--- config.mk ---
export PLATFORM = sky130hd
export DESIGN_NAME = vu_level_tracker
export DESIGN_NICKNAME = d
export VERILOG_FILES = /design/src/rtl/vu_pkg.sv /design/src/rtl/vu_tick_div.sv /design/src/rtl/vu_level_tracker.sv
export SDC_FILE = /design/constraint.sdc
export NUM_CORES = 1
export LEC_CHECK = 0
export CELL_PAD_IN_SITES_DETAIL_PLACEMENT = 1
export CELL_PAD_IN_SITES_GLOBAL_PLACEMENT = 1
export CORE_ASPECT_RATIO = 0.6
export CORE_MARGIN = 4
export CORE_UTILIZATION = 41
export CTS_BUF_LIST = sky130_fd_sc_hd__clkbuf_4
export CTS_CLUSTER_DIAMETER = 150
export CTS_CLUSTER_SIZE = 25
export DETAILED_ROUTE_END_ITERATION = 8
export PLACE_DENSITY = 0.81
export SLEW_MARGIN = 20
export SYNTH_ARGS = -nofsm -noshare
export SYNTH_HDL_FRONTEND = slang
export SYNTH_HIERARCHICAL = 1
export SYNTH_SLANG_ARGS = --single-unit
--- constraint.sdc ---
create_clock -name clk_board -period 5.3 [get_ports clk_board]
set_input_delay 0.53 -clock clk_board [delete_from_list [all_inputs] [get_ports clk_board]]
set_output_delay 0.53 -clock clk_board [all_outputs]
set_load 0.05 [all_outputs]
--- src/rtl/vu_pkg.sv ---
// Shared definitions for the VU meter level tracker: bar width and peak-marker states.
package vu_pkg;

    localparam int LEVEL_W = 8;

    typedef enum logic [1:0] {
        TRACK = 2'd0,
        HOLD  = 2'd1,
        FALL  = 2'd2
    } peak_state_e;

endpackage

--- src/rtl/vu_tick_div.sv ---
// Decay-rate divider: emits a one-cycle tick every DECAY_DIV enabled clk_board cycles.
module vu_tick_div #(
    parameter int DECAY_DIV = 4096
) (
    input  logic clk_board,
    input  logic reset,
    input  logic enable,
    output logic tick
);

    localparam int CNT_W = $clog2(DECAY_DIV);
    localparam logic [CNT_W-1:0] LAST = CNT_W'(DECAY_DIV - 1);

    logic [CNT_W-1:0] cnt_q;
    logic [CNT_W-1:0] cnt_d;

    always_comb begin
        cnt_d = cnt_q;
        if (enable) begin
            cnt_d = (cnt_q == LAST) ? '0 : cnt_q + CNT_W'(1);
        end
    end

    always_ff @(posedge clk_board) begin
        if (reset) begin
            cnt_q <= '0;
        end else begin
            cnt_q <= cnt_d;
        end
    end

    assign tick = enable && (cnt_q == LAST);

endmodule

--- src/rtl/vu_level_tracker.sv ---
// VU bar level with attack/decay and an optional peak marker (hold, then fall).
// Build with VU_PEAK_HOLD_EN defined for the peak-hold FSM; otherwise peak mirrors level.
module vu_level_tracker
    import vu_pkg::*;
#(
    parameter int DECAY_DIV       = 4096,
    parameter int PEAK_HOLD_TICKS = 64
) (
    input  logic               clk_board,
    input  logic               reset,
    input  logic               enable,
    input  logic [LEVEL_W-1:0] sample,
    input  logic               sample_valid,
    output logic [LEVEL_W-1:0] level,
    output logic [LEVEL_W-1:0] peak,
    output logic               update
);

    if (DECAY_DIV < 2 || PEAK_HOLD_TICKS < 1) begin : g_cfg_check
        $error("vu_level_tracker: need DECAY_DIV >= 2 and PEAK_HOLD_TICKS >= 1");
    end

    function automatic logic [LEVEL_W-1:0] sat_dec(input logic [LEVEL_W-1:0] v);
        return (v == '0) ? v : v - LEVEL_W'(1);
    endfunction

    logic               tick;
    logic [LEVEL_W-1:0] level_q;
    logic [LEVEL_W-1:0] level_d;
    logic               update_q;
    logic               changed;

    vu_tick_div #(
        .DECAY_DIV (DECAY_DIV)
    ) u_tick_div (
        .clk_board (clk_board),
        .reset     (reset),
        .enable    (enable),
        .tick      (tick)
    );

    // Decay first, then let an attack win: a tick plus sample gives max(sample, level-1).
    always_comb begin
        level_d = level_q;
        if (enable) begin
            level_d = tick ? sat_dec(level_q) : level_q;
            if (sample_valid && (sample > level_d)) begin
                level_d = sample;
            end
        end
    end

    always_ff @(posedge clk_board) begin
        if (reset) begin
            level_q <= '0;
        end else begin
            level_q <= level_d;
        end
    end

`ifdef VU_PEAK_HOLD_EN
    localparam int HOLD_W = $clog2(PEAK_HOLD_TICKS + 1);
    localparam logic [HOLD_W-1:0] HOLD_LOAD = HOLD_W'(PEAK_HOLD_TICKS);

    peak_state_e        state_q;
    peak_state_e        state_d;
    logic [HOLD_W-1:0]  hold_q;
    logic [HOLD_W-1:0]  hold_d;
    logic [LEVEL_W-1:0] peak_q;
    logic [LEVEL_W-1:0] peak_d;
    logic [LEVEL_W-1:0] peak_dec;

    always_comb begin
        state_d  = state_q;
        hold_d   = hold_q;
        peak_d   = peak_q;
        peak_dec = sat_dec(peak_q);
        if (enable) begin
            if (level_d > peak_q) begin
                peak_d  = level_d;
                hold_d  = HOLD_LOAD;
                state_d = HOLD;
            end else begin
                case (state_q)
                    TRACK: begin
                        peak_d = level_d;
                    end
                    HOLD: begin
                        if (tick) begin
                            if (hold_q <= HOLD_W'(1)) begin
                                hold_d  = '0;
                                state_d = FALL;
                            end else begin
                                hold_d = hold_q - HOLD_W'(1);
                            end
                        end
                    end
                    FALL: begin
                        // Once the falling marker reaches the bar it snaps on and tracks it.
                        if (tick) begin
                            if (peak_dec <= level_d) begin
                                peak_d  = level_d;
                                state_d = TRACK;
                            end else begin
                                peak_d = peak_dec;
                            end
                        end
                    end
                    default: begin
                        state_d = TRACK;
                    end
                endcase
            end
        end
    end

    always_ff @(posedge clk_board) begin
        if (reset) begin
            state_q <= TRACK;
            hold_q  <= '0;
            peak_q  <= '0;
        end else begin
            state_q <= state_d;
            hold_q  <= hold_d;
            peak_q  <= peak_d;
        end
    end

    assign peak    = peak_q;
    assign changed = (level_d != level_q) || (peak_d != peak_q);
`else
    assign peak    = level_q;
    assign changed = (level_d != level_q);
`endif

    always_ff @(posedge clk_board) begin
        if (reset) begin
            update_q <= 1'b0;
        end else begin
            update_q <= enable && changed;
        end
    end

    assign level  = level_q;
    assign update = update_q;

endmodule

==> results_dict.tcl, run 1 <==
set metrics [dict create \
    status "complete, no violations" \
    clock.fmax_mhz 228 \
    dp_hpwl_um 3710 \
    ios 29 \
    core-area_um2 3850 \
    gp_congestion 0.875 \
    drtAntennaViolNets 0 \
    post-route-min-period_ns 4.39 \
    die-area_um2 5340 \
    grt_pass1_vias 1661 \
    drv_slew 0 \
    cts_buffer_depth 2 \
    critPathMaxFanout 17 \
    worstMarginPinSlew_ns 0.762 \
    ys_types 53 \
    timing.rr.end "level[5]$_SDFF_PP0_" \
    hp-class "flop to flop" \
    port_buffers 28 \
    grt_usage_pct 18.9 \
    tns_ns 0 \
    cts_tree "done" \
    startpoint "enable" \
    syn_nets 228 \
    grt_pass1_wl_um 8200 \
    clkTransAtPathRegs_ns 0.13 \
    rsz0062_at_grt "false" \
    rr_startpoint "u_tick_div/cnt_q[0]$_SDFFE_PP0P_" \
    final.setup_skew_ns 0.00847 \
    stdcell_count 277 \
    vias 1561 \
    slew_headroom_pct 48.5 \
    cp.arrival_ns 4.57 \
    cts_hold_buffers 0 \
    cts_sinks 21 \
    ir_drop_v 0.0000968 \
    synthFlopType "dfxtp_1" \
    hold_viol 0 \
    async_flop_share_pct 0 \
    h-tree-depth 1 \
    row_count 17 \
    firstDrtPassIters 4 \
    drt-vias-per-instance 5.64 \
    p_leak_nw 0.734 \
    wirelength_um 4760 \
    clock_latency_ns 0.32 \
    die_width_um 91.7 \
    power_density_nw_per_um2 212 \
    worst-r2r-cell-count 16 \
    cts_resized 0 \
    rrSetupSlack_ns 0.94 \
    ys_ff_latch 21 \
    crit_required_ns 5.48 \
    drt_iter0_drc 118 \
    grt_antenna_before_repair 0 \
    crit_path_end "level[5]$_SDFF_PP0_" \
    remaining_drc_errors 0 \
    dp.cells 273 \
    syn_area_um2 1720 \
    start_kind "input pin" \
    end_kind "flop" \
    cts-root-buf "clkbuf_4" \
    die_h_um 58.2 \
    diodes 0 \
    initial_core_util_pct 44.8 \
    syn_inst 205 \
    nFillCells 468 \
    yosysWarnings 6 \
    cap_violations 0 \
    grt_max_degree 24 \
    drive_gt1_share_pct 10.5 \
    worstHoldPathCells 2 \
    wl_per_cell_um 17.2 \
    cts_setup_buffers 0 \
    area_growth_pct 14.1 \
    nets 244 \
    postSynthAreaPerCell_um2 8.41 \
    crit_type "input pin to flop" \
    synth-edff-count 0 \
    grt-ovfl-total 0 \
    cts_buffers 3 \
    fin_crit_sh_pct 82.7 \
    setup_viol 0 \
    ys_seq_area_share_pct 24.4 \
]
-- cells in the final DEF (no fill, tap or decap), types with 2 or more instances in the layout --
master / n
or4_1: 4
nand2_1: 14
a21oi_1: 16
inv_1: 12
mux2i_1: 6
o21ai_0: 5
buf_4: 3
clkdlybuf4s50_1: 28
o31ai_1: 3
a211oi_1: 5
or2b_2: 2
xor2_1: 4
xnor2_1: 9
nor3_1: 2
nand2b_1: 2
nor2_1: 21
mux2_2: 4
nand4_2: 2
dfxtp_1: 21
clkbuf_4: 4
nand3_1: 4
or3_1: 3
ha_1: 11
o211ai_1: 4
nand4_1: 5
-- critical path: stages --
cell and delay, ns:
clkdlybuf4s50_1 0.49, nand3_2 0.18, nor4_1 0.34, buf_4 0.20, nor4b_1 0.63, nand3_1 0.24
nor3_1 0.19, a21oi_1 0.10, ha_1 0.35, nand4_1 0.14, o21a_1 0.22, o21ai_2 0.05
buf_4 0.26, mux2_2 0.39, mux2i_1 0.18, nor2_1 0.07
-- final cells by class --
| type | count | area, um^2 | share of cell area, % |
|---|---|---|---|
| multi-input cells | 151 | 1090 | 55.6 |
| flip-flops and latches | 21 | 420 | 21.4 |
| repair buffers | 31 | 303 | 15.4 |
| well taps | 57 | 71.3 | 3.63 |
| inverters | 13 | 48.8 | 2.48 |
| clock buffers | 4 | 30.0 | 1.53 |
-- through the flow --
step	setup slack (ns)	hold WS [ns]	util, %	power, mW	cell area (um^2)
after global routing	0.517	0.552	51.1	0.439	1970
after global placement	0.829	0.465	50.3	0.328	1940
after detailed placement	0.629	0.492	50.3	0.332	1940
after floorplan	1.16	0.452	-	0.294	1720
final	0.915	0.513	51.1	0.416	1970
after CTS	0.910	0.514	51.1	0.418	1970
-- worst min path at each step --
stage                                        endpoint  slack [ns]                               from
finish              u_tick_div/cnt_q[10]$_SDFFE_PP0P_        0.51  u_tick_div/cnt_q[10]$_SDFFE_PP0P_
detailed placement  u_tick_div/cnt_q[10]$_SDFFE_PP0P_        0.49  u_tick_div/cnt_q[10]$_SDFFE_PP0P_
global placement    u_tick_div/cnt_q[10]$_SDFFE_PP0P_        0.46  u_tick_div/cnt_q[10]$_SDFFE_PP0P_
global route        u_tick_div/cnt_q[10]$_SDFFE_PP0P_        0.55  u_tick_div/cnt_q[10]$_SDFFE_PP0P_
floorplan           u_tick_div/cnt_q[10]$_SDFFE_PP0P_        0.45  u_tick_div/cnt_q[10]$_SDFFE_PP0P_
CTS                 u_tick_div/cnt_q[10]$_SDFFE_PP0P_        0.51  u_tick_div/cnt_q[10]$_SDFFE_PP0P_
-- cells in the mapped netlist, drive strengths merged (6+ instances only) --
cell type | n | area share (%)
buf | 16 | 7.9
xnor2 | 9 | 4.6
dfxtp | 21 | 24
nor2 | 21 | 4.6
ha | 11 | 8.0
nand2 | 14 | 3.0
nand4 | 7 | 3.3
inv | 13 | 2.8
mux2i | 6 | 3.5
o21ai | 7 | 2.2
a21oi | 16 | 4.6
-- flip-flops by register name, indices dropped and copies added (netlist names) --
name / flops
u_tick_div/cnt_q: 12
level: 8
update: 1
-- logic make-up after synthesis --
group | Yosys count | share of synthesized area (%)
buffers and inverters | 33 | 12.2
adders and majority gates | 11 | 7.98
and+or+nand+nor | 69 | 22.4
AOI/OAI and AO/OA | 47 | 19.5
muxes | 11 | 6.97
DFF | 21 | 24.4
xor gates and xnor gates | 13 | 6.60
-- metal layers --
metal  GRT usage, %  up-vias  share of wire (%)
li1               -      762                  -
met1           27.7      740                 51
met5              0        -                  0
met3           3.50        6                7.2
met2           29.2       53                 41
met4           3.38        0               0.95
-- power by group --
group          switching (mW)  total, mW  internal [mW]  leakage (nW)
clock network          0.0526     0.0872         0.0346        0.0184
logic                  0.0871      0.148         0.0607         0.544
registers              0.0153      0.181          0.166         0.171
total                   0.155      0.416          0.261         0.734
Note: power is estimated with default switching activity, not from simulation.
==> run 2: changes to the inputs <==
- CORE_UTILIZATION: 41 -> 37
- PLACE_DENSITY: 0.81 -> 0.77
- clock period: 5.3 -> 3.8 ns (I/O delays scaled with it)
==> results_dict.tcl, run 2 (synthesis gave the netlist of run 1 again) <==
set metrics [dict create \
    status "complete, no violations" \
    final_common_cell "clkdlybuf4s50_1" \
    path_cells "nand4_1 -> nor4_4 -> buf_4 -> nor4b_4 -> buf_4 -> o211ai_1 -> o21ai_2 -> inv_1 -> ha_1 -> a21oi_2 -> o21ai_0 -> o21ai_2 -> buf_12 -> mux2_2 -> o221ai_1 -> a31oi_1" \
    remaining_drc_errors 0 \
    vias 1628 \
    drv_slew 0 \
    wirelength_um 5080 \
    cts_sinks 21 \
    cp_slowest_cell "dfxtp_2" \
    wl_per_cell_um 16.9 \
    die_width_um 96.1 \
    rrSetupSlack_ns 0.22 \
    hp-class "flop to flop" \
    drt-vias-per-instance 5.43 \
    cts_tree "done" \
    wl_met1_um 2690 \
    final_cell_mix "28 x clkdlybuf4s50_1, 22 x buf_4, 21 x nor2_1" \
    gp_congestion 0.887 \
    start_kind "flop" \
    dp_hpwl_um 3870 \
    clock.fmax_mhz 279 \
    ff_latch_area_um2 428 \
    ios 29 \
    drtAntennaViolNets 0 \
    wl_met2_um 2040 \
    slew_headroom_pct 47.5 \
    initial_core_util_pct 40.1 \
    worstHoldPathCells 2 \
    grt_pass1_vias 1553 \
    end_kind "flop" \
    cap_violations 0 \
    clkTransAtPathRegs_ns 0.13 \
    setup_viol 0 \
    setup_slack_ns 0.217 \
    cts_buffer_depth 2 \
    die_h_um 60.9 \
    area_growth_pct 27.6 \
    fin_total_pwr_uw 602 \
    row_count 18 \
    grt_pass1_wl_um 7960 \
    finish.utilization_pct 51.1 \
    h-tree-depth 1 \
    p_leak_nw 0.857 \
    final.setup_skew_ns 0.00898 \
    fin_crit_sh_pct 94.3 \
    holdWs_ns 0.508 \
    hold_viol 0 \
    worst-r2r-cell-count 16 \
    multiInputGateArea_um2 1150 \
    grt_max_degree 24 \
    firstDrtPassIters 4 \
    cts_buffers 3 \
    core-area_um2 4300 \
    largest-register "u_tick_div/cnt_q" \
    grt_antenna_before_repair 0 \
    ir_drop_v 0.000128 \
    crit_required_ns 4.02 \
    nFillCells 511 \
    cts_hold_buffers 0 \
    max_stage_delay_ns 0.39 \
    postPlaceCellArea_um2 2100 \
    diodes 0 \
    final_cell_area_um2 2200 \
    nets 264 \
    drive_gt1_share_pct 23.3 \
    die-area_um2 5850 \
    crit_type "flop to flop" \
    cp.arrival_ns 3.80 \
    cts-root-buf "clkbuf_4" \
    power_density_nw_per_um2 274 \
    drt_iter0_drc 89 \
    dp_slack_ns -0.353 \
    critPathMaxFanout 10 \
    clock_latency_ns 0.32 \
    post-route-min-period_ns 3.58 \
    largest_register_ffs 12 \
    worstMarginPinSlew_ns 0.786 \
    dr.max_layer_used "met4" \
    grt-ovfl-total 0 \
    port_buffers 28 \
    wl_met3_um 341 \
    grt_usage_pct 17.8 \
]
run 2: cell count changes in the layout (fill, tap and decap cells not counted), sizes merged:
cell / previous run / this run
buf: 3 / 23
clkbuf: 4 / 3
clkinv: 0 / 1
run 2: final cells by class:
type                            count  area share [%]
Multi-Input combinational cell    151            52.5
Timing Repair Buffer               51            21.2
Sequential cell                    21            19.5
Tap cell                           60            3.41
Inverter                           13            2.22
Clock buffer                        3            1.02
Clock inverter                      1           0.228
run 2: critical path: cells and delay by family (launching register included):
| family | cells | cell delay, ns |
|---|---|---|
| fa+ha+maj | 1 | 0.32 |
| flops | 1 | 0.39 |
| mux | 1 | 0.33 |
| simple gates | 3 | 0.77 |
| buf+inv | 4 | 0.57 |
| compound gates | 7 | 1.07 |
run 2: path summary, 6_finish.rpt:
| kind | start | endpoint |
|---|---|---|
| min | u_tick_div/cnt_q[10]$_SDFFE_PP0P_ | u_tick_div/cnt_q[10]$_SDFFE_PP0P_ |
| max | u_tick_div/cnt_q[7]$_SDFFE_PP0P_ | update$_SDFF_PP0_ |
| min reg2reg | u_tick_div/cnt_q[10]$_SDFFE_PP0P_ | u_tick_div/cnt_q[10]$_SDFFE_PP0P_ |
| max reg2reg | u_tick_div/cnt_q[7]$_SDFFE_PP0P_ | update$_SDFF_PP0_ |
run 2: routing by layer:
| metal | GRT usage [%] | vias up |
|---|---|---|
| li1 | - | 801 |
| met1 | 26.7 | 779 |
| met2 | 25.4 | 46 |
| met3 | 5.82 | 2 |
| met4 | 1.82 | 0 |
| met5 | 0 | - |
run 2: where the power goes:
part	switching [mW]	leakage [nW]	internal, mW	total [mW]
combinational	0.138	0.666	0.101	0.239
sequential	0.0155	0.173	0.232	0.247
clock	0.0765	0.0177	0.0394	0.116
run 2: repair_timing:
action | CTS | global route
endpoints found under the setup margin | 3 | 8
gates resized for setup | 4 | 12
setup buffers | 1 | 1
hold endpoints to repair | 0 | 0
pin swaps | 1 | 4
run 2: stage by stage:
stage | setup TNS [ns] | instances
after global placement | -0.763 | 294
after global routing | -0.0966 | 300
final | 0 | 300
after detailed placement | -1.17 | 294
after CTS | 0 | 299
after floorplan | 0 | 205
==> run 3: changes to the inputs <==
- ABC_CLOCK_PERIOD_IN_PS: default -> 3800
==> results of run 3 <==
No change in the layout: final DEF, timing and power equal those of run 2.
